<file path="config.mk">
export PLATFORM = sky130hd
export DESIGN_NAME = dance_seq_flat
export DESIGN_NICKNAME = d
export VERILOG_FILES = /design/src/rtl/dance_seq_if.sv /design/src/rtl/dance_seq.sv /design/src/flat_wrapper.sv
export SDC_FILE = /design/constraint.sdc
export NUM_CORES = 1
export LEC_CHECK = 0
export ABC_AREA = 1
export ABC_CLOCK_PERIOD_IN_PS = 1900
export CORE_AREA = 4 4 206 188
export DETAILED_ROUTE_END_ITERATION = 12
export DIE_AREA = 0 0 210 192
export HOLD_SLACK_MARGIN = 0.05
export PLACE_DENSITY = 0.67
export SYNTH_ARGS = -nofsm -noshare
export SYNTH_HDL_FRONTEND = slang
export SYNTH_SLANG_ARGS = --single-unit
</file>
<file path="constraint.sdc">
create_clock -name clk -period 1.9 [get_ports clk]
set_input_delay 0.38 -clock clk [delete_from_list [all_inputs] [get_ports clk]]
set_output_delay 0.38 -clock clk [all_outputs]
set_load 0.05 [all_outputs]
</file>
<file path="src/rtl/dance_seq_if.sv">
// Table write bus between the CPU register slot and the dance sequencer.
interface dance_seq_if #(
    parameter int IDX_W = 4
);
    logic             wr_en;
    logic [IDX_W-1:0] wr_addr;
    logic [18:0]      wr_data;

    modport master (output wr_en, wr_addr, wr_data);
    modport slave  (input  wr_en, wr_addr, wr_data);
endinterface

</file>
<file path="src/rtl/dance_seq.sv">
// Choreography sequencer: steps a CPU-written move table on each frame tick and drives sprite x0/y0/ctrl.
// Define DANCE_SEQ_CLAMP_EN to clamp the origin on screen; otherwise positions wrap modulo 2048.
module dance_seq #(
    parameter int H_MAX    = 640,
    parameter int V_MAX    = 480,
    parameter int SPR_SIZE = 32,
    parameter int X_HOME   = 304,
    parameter int Y_HOME   = 224,
    parameter int IDX_W    = 4
) (
    input  logic             clk,
    input  logic             reset_n,
    input  logic [10:0]      x,
    input  logic [10:0]      y,
    dance_seq_if.slave       wr,
    input  logic [IDX_W-1:0] last_idx,
    input  logic             loop,
    input  logic             start,
    input  logic             stop,
    output logic [10:0]      x0,
    output logic [10:0]      y0,
    output logic [4:0]       ctrl,
    output logic             busy,
    output logic             done,
    output logic [IDX_W-1:0] move_idx
);
    localparam int DEPTH = 1 << IDX_W;

    typedef enum logic [1:0] {S_IDLE, S_LOAD, S_RUN, S_DONE} state_t;

    state_t      state, state_next;
    logic [18:0] table_q [DEPTH];
    logic [18:0] entry;
    logic [10:0] x_d1;
    logic        frame_tick;
    logic [5:0]  frames_left;
    logic [3:0]  dx_r, dy_r;
    logic [10:0] x_next, y_next;
    logic        move_end, seq_end;

    // NOTE: state registers use non-blocking assignments so every flop samples pre-edge values.
    always_ff @(posedge clk or negedge reset_n) begin
        if (!reset_n) x_d1 <= '0;
        else          x_d1 <= x;
    end

    assign frame_tick = (x == 11'd0) && (y == 11'd0) && (x_d1 != 11'd0);

    // NOTE: the move table is a small register file and is cleared by reset, not left undefined.
    always_ff @(posedge clk or negedge reset_n) begin
        if (!reset_n) begin
            for (int i = 0; i < DEPTH; i++) table_q[i] <= '0;
        end else if (wr.wr_en) begin
            table_q[wr.wr_addr] <= wr.wr_data;
        end
    end

    assign entry    = table_q[move_idx];
    assign move_end = frame_tick && (frames_left == 6'd1);
    assign seq_end  = move_end && (move_idx == last_idx) && !loop;

`ifdef DANCE_SEQ_CLAMP_EN
    localparam logic [11:0] X_LIM = 12'(H_MAX - SPR_SIZE);
    localparam logic [11:0] Y_LIM = 12'(V_MAX - SPR_SIZE);
    logic [11:0] x_sum, y_sum;

    assign x_sum = {1'b0, x0} + {{8{dx_r[3]}}, dx_r};
    assign y_sum = {1'b0, y0} + {{8{dy_r[3]}}, dy_r};

    always_comb begin
        x_next = x_sum[10:0];
        y_next = y_sum[10:0];
        if (x_sum[11])          x_next = '0;
        else if (x_sum > X_LIM) x_next = X_LIM[10:0];
        if (y_sum[11])          y_next = '0;
        else if (y_sum > Y_LIM) y_next = Y_LIM[10:0];
    end
`else
    // Bit 11 of the 12-bit sum never reaches the output, so an 11-bit add is equivalent.
    assign x_next = x0 + {{7{dx_r[3]}}, dx_r};
    assign y_next = y0 + {{7{dy_r[3]}}, dy_r};
`endif

    always_ff @(posedge clk or negedge reset_n) begin
        if (!reset_n) state <= S_IDLE;
        else          state <= state_next;
    end

    // NOTE: every combinational output gets a default first so no path infers a latch.
    always_comb begin
        state_next = state;
        unique case (state)
            S_IDLE: if (start && !stop) state_next = S_LOAD;
            S_LOAD: state_next = stop ? S_IDLE : S_RUN;
            S_RUN: begin
                if (stop)          state_next = S_IDLE;
                else if (seq_end)  state_next = S_DONE;
                else if (move_end) state_next = S_LOAD;
            end
            S_DONE: state_next = S_IDLE;
            default: state_next = S_IDLE;
        endcase
    end

    assign busy = (state == S_LOAD) || (state == S_RUN);

    always_ff @(posedge clk or negedge reset_n) begin
        if (!reset_n) begin
            x0          <= 11'(X_HOME);
            y0          <= 11'(Y_HOME);
            ctrl        <= '0;
            move_idx    <= '0;
            frames_left <= '0;
            dx_r        <= '0;
            dy_r        <= '0;
            done        <= 1'b0;
        end else begin
            done <= (state_next == S_DONE);
            unique case (state)
                S_IDLE: if (start && !stop) move_idx <= '0;
                S_LOAD: if (!stop) begin
                    ctrl        <= entry[12:8];
                    frames_left <= (entry[18:13] == 6'd0) ? 6'd1 : entry[18:13];
                    dy_r        <= entry[7:4];
                    dx_r        <= entry[3:0];
                end
                S_RUN: if (!stop && frame_tick) begin
                    x0          <= x_next;
                    y0          <= y_next;
                    frames_left <= frames_left - 6'd1;
                    // A lowered last_idx lets the index run on and wrap until it matches again.
                    if (move_end) begin
                        if (move_idx == last_idx) begin
                            if (loop) move_idx <= '0;
                        end else begin
                            move_idx <= move_idx + 1'b1;
                        end
                    end
                end
                default: ;
            endcase
        end
    end
endmodule

</file>
<file path="src/flat_wrapper.sv">
// flat-port wrapper written by rule: the top's interface ports become plain ports
module dance_seq_flat 
#(
    parameter int H_MAX    = 640,
    parameter int V_MAX    = 480,
    parameter int SPR_SIZE = 32,
    parameter int X_HOME   = 304,
    parameter int Y_HOME   = 224,
    parameter int IDX_W    = 4
)
  (clk, reset_n, x, y, last_idx, loop, start, stop, x0, y0, ctrl, busy, done, move_idx, wr_wr_en, wr_wr_addr, wr_wr_data);
  dance_seq_if #(.IDX_W(IDX_W)) wr_i ();
  input  logic clk;
  input  logic reset_n;
  input  logic [10:0] x;
  input  logic [10:0] y;
  input  logic [IDX_W-1:0] last_idx;
  input  logic loop;
  input  logic start;
  input  logic stop;
  output logic [10:0] x0;
  output logic [10:0] y0;
  output logic [4:0] ctrl;
  output logic busy;
  output logic done;
  output logic [IDX_W-1:0] move_idx;
  input wire logic [$bits(wr_i.wr_en)-1:0] wr_wr_en;
  input wire logic [$bits(wr_i.wr_addr)-1:0] wr_wr_addr;
  input wire logic [$bits(wr_i.wr_data)-1:0] wr_wr_data;
  assign wr_i.wr_en = wr_wr_en;
  assign wr_i.wr_addr = wr_wr_addr;
  assign wr_i.wr_data = wr_wr_data;
  dance_seq #(.H_MAX(H_MAX), .V_MAX(V_MAX), .SPR_SIZE(SPR_SIZE), .X_HOME(X_HOME), .Y_HOME(Y_HOME), .IDX_W(IDX_W)) u_core (.clk(clk), .reset_n(reset_n), .x(x), .y(y), .wr(wr_i), .last_idx(last_idx), .loop(loop), .start(start), .stop(stop), .x0(x0), .y0(y0), .ctrl(ctrl), .busy(busy), .done(done), .move_idx(move_idx));
endmodule
</file>
## Word-level counts from Yosys, hierarchy flattened

Index checks and enable logic that the tools add are counted.

| storage, ports and cells | value |
|---|---|
| flip-flop bits (word level) | 363 |
| logic and storage cells | 91 |

| operators by class | value |
|---|---|
| add/subtract/negate cells | 4 |
| order comparisons | 3 |
| bitwise gates (word level) | 3 |
| mux-type cells | 22 |
| equal/unequal tests | 11 |
| reduce and logical (&&, ||, !) cells | 22 |

Operator list:

| operator | number |
|---|---|
| 304-bit bitwise mux | 1 |
| 19-bit binary-select mux with 4-bit select | 1 |
| 19-bit demux with 4-bit select | 1 |
| 19-bit 2-to-1 mux | 3 |
| 11-bit adder | 2 |
| 11-bit logical NOT | 2 |
| 4-bit 2-to-1 mux | 5 |
| 6-bit 2-to-1 mux | 3 |
| 6-bit one-hot mux with 2 select lines | 1 |
| 11-bit nonzero test | 1 |
| 5-bit greater-or-equal comparator, second input constant | 2 |
| 2-bit 2-to-1 mux | 5 |
| 4-bit NOT with 5-bit output | 2 |
| 1-bit logical AND | 8 |
| 2-bit one-hot mux with 4 select lines | 1 |
| 4-bit one-hot mux with 2 select lines | 1 |
| 2-bit equality test, second input constant | 3 |
| 6-bit by 1-bit equality test with 1-bit output, second input constant | 1 |
| 6-bit logical NOT | 1 |
| 6-bit by 1-bit subtractor with 6-bit output, second input constant | 1 |
| 5-bit by 1-bit < comparator with 1-bit output, second input constant | 1 |
| 5-bit AND reduction | 1 |
| 4-bit by 1-bit adder with 4-bit output, second input constant | 1 |
| 4-bit equality test | 1 |
| 11 further kinds | 16 |

## Logic depth before layout (Yosys ltp)

Gate-level depths: netlist of run 1.

| depth | value |
|---|---|
| depth after elaboration | 10 |
| gate-level depth with buffers | 13 |
| depth with buffers taken out | 12 |

## Worst setup path before layout of run 1

Ideal clock, no wire load.

| timing path | value |
|---|---|
| kind | reg-to-reg |
| start | reg u_core.y0[0] |
| end | reg u_core.y0[8] |
| stages on the path, launching flop included | 9 |
| required time | 1.776 ns |
| slack | -0.112 ns |
| path buffers | 0 |
| library setup time | 0.124 ns |
| data arrival time | 1.889 ns |
| path through | dfrtp_1 > ha_1 > inv_1 > fa_1 > inv_1 > a21oi_1 > o21bai_1 > xor2_1 > a21oi_2 |

| between the ends | value |
|---|---|
| word-level cells in the longest chain between the ends | 1 |

Ends and longest elaborated chain:

| what | RTL line | source |
|---|---|---|
| start, declared | dance_seq.sv:21 | `output logic [10:0] y0,` |
| start signal, assigned | dance_seq.sv:110 | `y0 <= 11'(Y_HOME);` |
| start signal, assigned | dance_seq.sv:129 | `y0 <= y_next;` |
| 11-bit adder | dance_seq.sv:81 | `assign y_next = y0 + {{7{dy_r[3]}}, dy_r};` |

Every way passes these cells.
A chain may end at the register's enable or synchronous reset.

## Worst setup path after layout of run 1

| timing path | value |
|---|---|
| start | reg u_core.state[0] |
| end | out busy |

| between the ends | value |
|---|---|
| word-level cells in the longest chain between the ends | 2 |

Ends and longest elaborated chain:

| what | RTL line | source |
|---|---|---|
| start, declared | dance_seq.sv:31 | `state_t state, state_next;` |
| start signal, assigned | dance_seq.sv:86 | `else state <= state_next;` |
| 2-bit by 1-bit equality test with 1-bit output or 2-bit equality test (tied branches) | dance_seq.sv:105 | `assign busy = (state == S_LOAD) \|\| (state == S_RUN);` |
| 1-bit logical OR (*) | dance_seq.sv:105 |  |
| end, declared | flat_wrapper.sv:24 | `output logic busy;` |

Every way passes the cells marked *; elsewhere a longest branch is shown, timed or not.

==> results of run 1 <==
layer usage:
metal / GRT usage / part of all wire / vias to the layer above / wire, µm
met5: 0 / 0 / - / 0
li1: - / - / 6916 / -
met4: 0.0499 / 0.015 / 0 / 733
met3: 0.0315 / 0.062 / 65 / 2930
met2: 0.373 / 0.47 / 481 / 22200
met1: 0.329 / 0.45 / 6992 / 21500
cells in the mapped netlist, drive strengths merged (22+ instances only):
library cell,count,share of area
ha,26,0.019
xor2,22,0.011
clkbuf,100,0.022
nand3,74,0.022
inv,81,0.018
nor2,246,0.055
nand2,434,0.095
a21oi,37,0.014
o221ai,32,0.016
dfrtp,357,0.52
o21ai,474,0.14
buf,53,0.020
registers in the layout (all words and copies together) (netlist names), 2 cells and up:
register            count
u_core.ctrl             5
u_core.frames_left      6
u_core.table_q        304
u_core.x0              11
u_core.state            2
u_core.dx_r             4
u_core.x_d1            11
u_core.move_idx         4
u_core.dy_r             4
u_core.y0              11
area by class of cell:
class	instances	share of cell area
clock buffer	54	0.0546
timing repair buffer	185	0.101
sequential	363	0.438
clock inverter	16	0.0144
multi-input combinational	1428	0.347
inverter	82	0.0154
tap	483	0.0291
placed cells by master (no fill, tap or decap), types with 3 or more instances in the layout:
cell type	instances
o21ai_0	459
nand2_1	428
dfrtp_1	350
nor2_1	239
buf_4	79
inv_1	77
nand3_1	70
clkdlybuf4s50_1	53
clkbuf_16	43
buf_12	35
o221ai_1	32
xor2_1	22
o22ai_1	21
a21oi_2	19
a21oi_1	18
o21ai_1	14
a31oi_1	14
ha_1	14
o211ai_1	13
ha_4	9
bufinv_16	8
clkbuf_8	8
buf_6	7
nor3_2	6
xnor2_1	6
clkbuf_1	6
dfrtp_2	6
dfstp_2	6
nand4_1	5
clkinv_2	5
nand3_2	4
nand2_2	4
nor2_2	4
o21bai_1	4
nor2_4	3
inv_2	3
or2_2	3
ha_2	3
buf_8	3
path summary, 6_finish.rpt:
path / end / cells after the start / slack, ns / startpoint
worst min-delay path: u_core.y0[4]$_DFFE_PN0P_ / 2 / 0.30 / reset_n
worst max-delay path: busy / 3 / -0.0002 / u_core.state[0]$_DFF_PN0_
min in group clk: u_core.x_d1[2]$_DFF_PN0_ / 1 / 0.34 / x[2]
worst max register to register: u_core.x0[8]$_DFFE_PN1P_ / 8 / 0.04 / u_core.dx_r[3]$_DFFE_PN0P_
worst min register to register: u_core.table_q[108]$_DFFE_PN0P_ / 2 / 0.48 / u_core.table_q[108]$_DFFE_PN0P_
max in group asynchronous: u_core.move_idx[0]$_DFFE_PN0P_ / 3 / 0.88 / reset_n
logic make-up after synthesis:
logic type	count (synthesis)	synth area share
and+or+nand+nor	775	0.182
AOI/OAI and AO/OA	597	0.190
DFF	363	0.532
buffers and inverters	235	0.0598
xor gates and xnor gates	28	0.0144
adders and majority gates	28	0.0214
per-stage QoR:
step,std cells,total power [mW]
floorplan,2026,14.8
global placement,2525,16.8
detailed placement,2525,17.0
CTS,2597,25.5
global route,2611,27.7
finish,2611,26.1
power by group:
part	total [mW]	switching (mW)	internal, mW
logic	7.49	4.37	3.12
registers	10.3	0.944	9.31
clock network	8.39	3.12	5.27
total	26.1	8.43	17.7
repair_timing:
action,in CTS,in global routing
pin swaps,0,17
buffers inserted,1,11
endpoints found under the setup margin,12,28
hold endpoints to repair,59,0
resized for setup,10,62
cloned,0,3
hold buffers,1,0
==> results.md, run 1 <==
* Finished Core Util at 0.566
* Count of unique library cells instantiated by Yosys at 36
* First-pass GRT wire length at 75100 µm
* Max Fclk at 0.526 GHz
* Endpoints failing setup at 1
* Drt wl/cell at around 18 µm
* Post-route DRC at 0
* Clock buffer count from CTS at 40
* Status: complete, but fails checks
* Minimum hold slack at 0.299 ns
* Cells after Synth at 2026
* RSZ-0062 raised after global routing: yes
* VDD IR max at between 600 and 700 µV
* EDFF count, synth at 0
* Failing checks: setup timing
* Clock tree from TritonCTS: yes
* Tightest Pin Transition at 0.491 ns
* Register bit total from synthesis at 363
* Critical path cell sequence: inv_1 -> ha_1 -> buf_12
* Critical Path Fanout Max at 3
* CP bufs+invs at 2
* Footprint of the multi-input gates at 7200 µm²
* Critical Path RT at 1.52 ns
* Worst-path clk slew at 0.06 ns
* Period minus WS final at about 1.9 ns
* Largest net degree at the start of global routing at between 70 and 80
* Site Rows at 67
* Clock skew at 0.0249 ns
* Die Area at 40300 µm²
* Via density at 5.54
* Worst-skew pair later-pin latency at 0.54 ns
* Storage element area at about 9100 µm²
* Initial antenna violation count at 0
* Core area at 36700 µm²
* Die height at 192 µm
* Drt initial violations at 1371
* H-tree Lvls at 2
* Gr ovfl total at 0
* NumNets Final at 2183
* Clock tree root buffer cell: clkbuf_16
* Area growth syn-to-layout at 21.6%
* Clk buf depth at 3
* Seq/Total Area, Yosys at 0.532
* Crit share post-route at 1.00
* Avg Cell Area, Syn at 8.43 µm²
* Layout cells sized above 1 at 0.129
* Port-buffer cells at 87
* Rel. slew slack at 0.672
* Post-route design area at 20800 µm²
* Final hold viol count at 0
* CP arrival at 1.52 ns
* Slowest cell on the critical path: dfrtp_1
* Fill cell count at around 3.3k
* Max-slew violation count at 0
* Final worst setup slack at -0.000166 ns
* Dpl hpwl at between 20000 and 30000 µm
* Vias in the first global route at 13.9k
* Initial Util at 0.465
* CP max stage delay at about 0.38 ns
* Post-route ant nets at 0
* Max-cap violations at 0
* DR vias at 14.5k
* Post-DP Area at between 15000 and 20000 µm²
* Total negative slack at -0.000166 ns
* Synth Flop Type: dfrtp_1
* DRT Pass-1 Iters at 5
* HP Class: in -> async
* Die width at 210 µm
* Setup crit end kind: primary output
* Routed Wire Length at 47400 µm
* Synthesized cell area at 17100 µm²
* Net count after synthesis at 2109
* YS warnings at 0
* Kind of critical path: reg -> out
* Ys async rst share at 1.00
* Crit path max-delay family: flip-flops
* Gp weighted congestion at 0.857
* TritonCTS sink count at ~360
* P_leak at 9.58 nW
* Dpl ws at -0.272 ns
* CP Launch Type: flop
* Ant. Diodes at 0
* Io pins at 88
* Pwr Density at 1260 nW/µm²
* GR Util All Layers at 0.229
Power figures use the tool's default switching activity.
==> inputs of run 2 (changes only) <==
- CORE_AREA: 4 4 206 188 -> 10 10 212 194
- CTS_CLUSTER_SIZE: default -> 40
- DIE_AREA: 0 0 210 192 -> 0 0 222 204
==> results.md, run 2 (synthesis gave the netlist of run 1 again) <==
* Clk buf depth at 3 (unchanged)
* Finished Core Util at 0.570 (+0.00395)
* Total negative slack at 0 ns (+0.000166 ns)
* Status: complete, no violations
* First-pass GRT wire length at 77000 µm (+2.5%)
* Die Area at 45300 µm² (+12%)
* Drt initial violations at 1426 (+4.0%)
* Gp weighted congestion at 0.840 (-1.9%)
* P_leak at 9.67 nW (+0.94%)
* Endpoints failing setup at 0 (-1)
* Clock tree root buffer cell: clkbuf_16
* Crit share post-route at 0.987 (-0.0134)
* Max reg flops at 304 (unchanged)
* R2R depth at 13 (+5)
* Kind of critical path: reg -> reg
* Storage element area at 9100 µm² (about the same)
* Leading cell type in the layout, fill and taps excluded: o21ai_0
* Clock tree from TritonCTS: yes
* TritonCTS sink count at 363 (unchanged)
* Max-cap violations at 0 (unchanged)
* H-tree Lvls at 2 (unchanged)
* Post-route DRC at 0 (unchanged)
* RSZ-0062 raised after global routing: yes
* Dpl hpwl at 28800 µm (+0.72%)
* Worst-path clk slew at 0.06 ns (about the same)
* NumNets Final at 2190 (+0.32%)
* Reg2reg setup slack at 0.03 ns (about the same)
* Initial Util at 0.465 (unchanged)
* Ant. Diodes at 0 (unchanged)
* Final hold viol count at 0 (unchanged)
* DR vias at 14.6k (+1.3%)
* Layout cells sized above 1 at 0.138 (+0.00841)
* Site Rows at 67 (unchanged)
* Period minus WS final at 1.87 ns (-0.0255 ns)
* Slowest cell on the critical path: dfrtp_4
* Worst flop-to-flop path startpoint: u_core.move_idx[0]$_DFFE_PN0P_
* GR Util All Layers at 0.206 (-0.0225)
* Fill cell count at 3219 (-1.0%)
* Post-route ant nets at 0 (unchanged)
* Hold worst-path end: u_core.x_d1[1]$_DFF_PN0_
* HP Class: in -> reg
* CP max stage delay at 0.49 ns (+0.11 ns)
* Crit path max-delay family: simple AND/OR/NAND/NOR gates
* Footprint of the multi-input gates at 7170 µm² (-0.49%)
* Critical Path Fanout Max at 14 (+11)
* Via density at 5.59 (+1.0%)
* Clock buffer count from CTS at 40 (unchanged)
* Initial antenna violation count at 2 (+2)
* VDD IR max at 614 µV (-8.9%)
* CP most frequent cell: nand2_1
* Rel. slew slack at 0.669 (-0.00337)
* Critical path cell sequence: buf_12 -> buf_6 -> nor2_1 -> nor2_1 -> o21ai_0 -> nand3_1 -> nand3_2 -> nand2_4 -> buf_4 -> nand2_1 -> nand2_1 -> nand2_1 -> o21ai_0
* Clock skew at 0.0156 ns (-0.00939 ns)
* Vias in the first global route at 14.1k (+0.97%)
* Die width at 222 µm (+5.7%)
* Critical Path RT at 2.30 ns (+0.78 ns)
* DRT Pass-1 Iters at 5 (unchanged)
* Largest net degree at the start of global routing at 73 (unchanged)
* Tightest Pin Transition at 0.499 ns (+0.00758 ns)
* Gr ovfl total at 0 (unchanged)
* R2r endpoint: u_core.frames_left[3]$_DFFE_PN0P_
* Drt wl/cell at 18.8 µm (+3.3%)
* Worst-skew pair later-pin latency at 0.53 ns (about the same)
* Most frequent cells in the layout: o21ai_0, nand2_1, dfrtp_1
* Hold Path Origin: x[1]
* Pwr Density at 1260 nW/µm² (+0.29%)
* Post-route design area at 20900 µm² (+0.70%)
* Max-slew violation count at 0 (unchanged)
* Hold path depth at 1
* Max Fclk at 0.533 GHz (+1.4%)
* CP arrival at 2.28 ns (+0.76 ns)
* CP Launch Type: flop
* Biggest register: u_core.table_q
* Core area at 36700 µm² (unchanged)
* Port-buffer cells at 87 (unchanged)
* Setup crit end kind: flop
* Io pins at 88 (unchanged)
* Die height at 204 µm (+6.3%)
* CP bufs+invs at 3 (+1)
* Area growth syn-to-layout at 22.5%
* Post-DP Area at 18900 µm² (+0.15%)
* Total chip power at 26.4 mW (+0.99%)
* Routed Wire Length at 49100 µm (+3.6%)
-- run 2: cell types whose count changed in the layout (fill, tap and decap cells not counted), moves of 7 or more --
| cell | change |
|---|---|
| o21ai_0 | -11 |
| clkbuf_16 | +7 |
| o21ai_1 | +9 |
| ha_1 | +7 |
-- run 2: metal layers --
metal  routed length [µm]  up-vias  track usage
li1                     -     6931            -
met1                21500     7107        0.275
met2                23100      515        0.339
met3                 3260       87       0.0346
met4                 1220        4       0.0617
met5                   21        -            0
-- run 2: repair_timing --
item | CTS | global route
gates resized for setup | 4 | 89
buffers inserted | 0 | 16
hold endpoints to repair | 35 | 0
pin swaps | 0 | 30
gates cloned | 0 | 9
setup endpoints to repair | 5 | 27
hold buffers | 1 | 0
-- run 2: area by class of cell --
cell class                 count  area share
tap                          483      0.0289
sequential                   363       0.435
clock inverter                19      0.0123
inverter                      82      0.0156
clock buffer                  52      0.0553
timing repair buffer         192       0.110
multi-input combinational   1428       0.343
-- run 2: how the worst max path moves through the flow --
| stage | start | end | slack (ns) | cells past startpoint |
|---|---|---|---|---|
| 6_report | u_core.move_idx[0]$_DFFE_PN0P_ | u_core.frames_left[3]$_DFFE_PN0P_ | 0.03 | 13 |
| 5_1_grt | u_core.move_idx[0]$_DFFE_PN0P_ | u_core.frames_left[0]$_DFFE_PN0P_ | -0.07 | 13 |
| 4_1_cts | u_core.dy_r[0]$_DFFE_PN0P_ | u_core.y0[8]$_DFFE_PN0P_ | 0.005 | 8 |
| 3_5_place_dp | x[7] | u_core.move_idx[1]$_DFFE_PN0P_ | -0.26 | 11 |
| 3_3_place_gp | x[7] | u_core.move_idx[2]$_DFFE_PN0P_ | -0.19 | 11 |
| 2_1_floorplan | u_core.y0[1]$_DFFE_PN0P_ | u_core.y0[8]$_DFFE_PN0P_ | -0.004 | 7 |
-- run 2: worst register-to-register path, stage by stage, from the launching register on --
cell and delay (ns):
dfrtp_4 0.49, buf_12 0.16, buf_6 0.16, nor2_1 0.13, nor2_1 0.05, o21ai_0 0.07
nand3_1 0.13, nand3_2 0.10, nand2_4 0.09, buf_4 0.14, nand2_1 0.05, nand2_1 0.06
nand2_1 0.05, o21ai_0 0.08
-- run 2: per-stage QoR --
stage                     std cells  hold WS, ns  setup WS, ns
after floorplan                2026       0.0844      -0.00447
after global routing           2619        0.327       -0.0665
final                          2619        0.325        0.0253
after CTS                      2594        0.316       0.00497
after detailed placement       2522        0.309        -0.255
after global placement         2522        0.310        -0.194
-- run 2: power by group --
group	total [mW]	leakage, nW	switching [mW]	internal [mW]
Clock	8.28	0.697	3.17	5.11
Sequential	10.3	4.57	0.957	9.31
Combinational	7.85	4.40	4.50	3.35
==> inputs of run 3 (changes only) <==
- SKIP_CTS_REPAIR_TIMING: default -> 1
- TNS_END_PERCENT: default -> 50
==> results.md, run 3 (synthesis gave the netlist of run 1 again) <==
* Status: complete, but fails checks
* Failing checks: setup timing
* CP max stage delay at 0.38 ns (-0.11 ns)
* Max-cap violations at 0 (unchanged)
* Critical path cell sequence: inv_1 -> ha_1 -> buf_12
* Routed Wire Length at 48100 µm (-2.0%)
* Worst-path clk slew at 0.06 ns (about the same)
* Flop pwr share at 0.398 (+0.009)
* Clock buffer count from CTS at 40 (unchanged)
* Critical Path Fanout Max at 3 (-11)
* Internal power at 17.4 mW (-1.9%)
* Clock tree from TritonCTS: yes
* Clock tree root buffer cell: clkbuf_16
* Slowest cell on the critical path: dfrtp_1
* CP arrival at 1.53 ns (-0.75 ns)
* CP Launch Point: u_core.state[1]$_DFF_PN0_
* Io pins at 88 (unchanged)
* Die height at 204 µm (unchanged)
* Dpl hpwl at 28800 µm (unchanged)
* Gr ovfl total at 0 (unchanged)
* Gp weighted congestion at 0.840 (unchanged)
* Gate power share at 0.283 (-0.014)
* Final worst setup slack at -0.00598 ns (-0.0313 ns)
* H-tree Lvls at 2 (unchanged)
* Max reg flops at 304 (unchanged)
* Setup crit end kind: primary output
* Clock skew at 0.0161 ns (+0.000520 ns)
* Layout cells sized above 1 at 0.125 (-0.0127)
* Setup crit end: busy
* R2r endpoint: u_core.x0[7]$_DFFE_PN0P_
* Routed met3 length at 3040 µm (-6.6%)
* Crit share post-route at 1.00 (+0.0165)
* Post-route DRC at 0 (unchanged)
* P_leak at 9.54 nW (-1.4%)
* Period minus WS final at 1.91 ns (+0.0313 ns)
* VDD IR max at 606 µV (-1.3%)
* DR top layer: met5
* Site Rows at 67 (unchanged)
* CP bufs+invs at 2 (-1)
* Tightest Pin Transition at 0.512 ns (+0.0133 ns)
* Inst Count DP at 2522 (unchanged)
* Clock share of power at 0.320 (+0.006)
* Initial Util at 0.465 (unchanged)
* Initial antenna violation count at 2 (unchanged)
* Reg2reg setup slack at 0.02 ns (about the same)
* Port-buffer cells at 87 (unchanged)
* Most frequent cells in the layout: o21ai_0, nand2_1, dfrtp_1
* Max-slew violation count at 0 (unchanged)
* Die Area at 45300 µm² (unchanged)
* Biggest register: u_core.table_q
* HP Class: in -> reg
* Total chip power at 25.9 mW (-1.9%)
* Die width at 222 µm (unchanged)
* Endpoints failing setup at 1 (+1)
* Minimum hold slack at 0.323 ns (-0.00125 ns)
* Kind of critical path: reg -> out
* Vias in the first global route at 14.0k (-0.071%)
* Worst-skew pair later-pin latency at 0.54 ns (about the same)
* Worst flop-to-flop path startpoint: u_core.dx_r[3]$_DFFE_PN0P_
* Crit path max-delay family: flip-flops
* M1 WL at 21400 µm (-0.42%)
* Clk buf depth at 3 (unchanged)
* Via density at 5.56 (-0.56%)
* RSZ-0062 raised after global routing: yes
* Drt initial violations at 1362 (-4.5%)
* Final hold viol count at 0 (unchanged)
* DR vias at 14.5k (-1.1%)
* Core area at 36700 µm² (unchanged)
* CP Launch Type: flop
* Switch share at 0.327 (about the same)
* GR Util All Layers at 0.206 (about the same)
* TritonCTS sink count at 363 (unchanged)
* Critical Path RT at 1.52 ns (-0.78 ns)
* Total negative slack at -0.00598 ns (-0.00598 ns)
* Post-route ant nets at 0 (unchanged)
* Drt wl/cell at 18.5 µm (-1.4%)
* P_sw at 8.45 mW (-2.0%)
* DR WL met2 at 22600 µm (-1.9%)
* Final std cells w/o fill at 2605 (-0.53%)
* First-pass GRT wire length at 76900 µm (-0.11%)
* R2R depth at 8 (-5)
* Max Fclk at 0.525 GHz (-1.6%)
* Leading cell type in the layout, fill and taps excluded: o21ai_0
* Pwr Density at 1260 nW/µm² (-0.36%)
* Rel. slew slack at 0.658 (-0.0107)
* Stages on the worst setup path at 3 (-10)
* Area growth syn-to-layout at 20.5%
* NumNets Final at 2175 (-0.68%)
* DRT Pass-1 Iters at 6 (+1)
* Largest net degree at the start of global routing at 73 (unchanged)
[run 3: final cells by class]
type / count / area, µm²
diodes: 1 / 2.50
clock buffers: 52 / 1160
repair buffers: 177 / 2040
fillers: 3255 / 16100
well taps: 483 / 604
clock inverters: 19 / 256
multi-input cells: 1428 / 7110
flip-flops and latches: 363 / 9100
inverters: 82 / 315
[run 3: worst min path at each step]
stage / start / to / slack (ns) / cells after the start
4_1_cts: reset_n / u_core.y0[9]$_DFFE_PN0P_ / -0.24 / 1
3_5_place_dp: reset_n / u_core.y0[9]$_DFFE_PN0P_ / 0.31 / 1
3_3_place_gp: reset_n / u_core.y0[9]$_DFFE_PN0P_ / 0.31 / 1
5_1_grt: x[2] / u_core.x_d1[2]$_DFF_PN0_ / 0.33 / 1
2_1_floorplan: reset_n / u_core.ctrl[0]$_DFFE_PN0P_ / 0.08 / 0
6_report: x[1] / u_core.x_d1[1]$_DFF_PN0_ / 0.32 / 1
[run 3: stage by stage]
step	setup WS (ns)	utilization	area [µm²]
floorplan	-0.00447	-	17100
global placement	-0.194	0.513	18900
detailed placement	-0.255	0.513	18900
CTS	-0.150	0.552	20300
global route	-0.161	0.561	20600
finish	-0.00598	0.561	20600
[run 3: worst register-to-register path: stages, from the launching register on]
cell	delay (ns)
dfrtp_2	0.42
buf_12	0.14
ha_2	0.38
nand2_1	0.11
o21ai_2	0.19
a21oi_2	0.06
o21bai_1	0.17
xor2_1	0.23
a21oi_2	0.07
[run 3: power by group through the flow]
stage | Clock [mW] | Combinational, mW | Sequential [mW]
final | 8.27 | 7.31 | 10.3
after global routing | 8.70 | 8.25 | 10.5
after CTS | 8.35 | 6.78 | 10.3
after detailed placement | 0 | 6.74 | 10.4
after global placement | 0 | 6.56 | 10.3
after floorplan | 0 | 4.44 | 10.3
[run 3: metal layers]
| layer | up-vias | global-route usage |
|---|---|---|
| li1 | 6900 | - |
| met1 | 7059 | 0.274 |
| met2 | 452 | 0.339 |
| met3 | 71 | 0.0346 |
| met4 | 2 | 0.0617 |
| met5 | - | 0 |
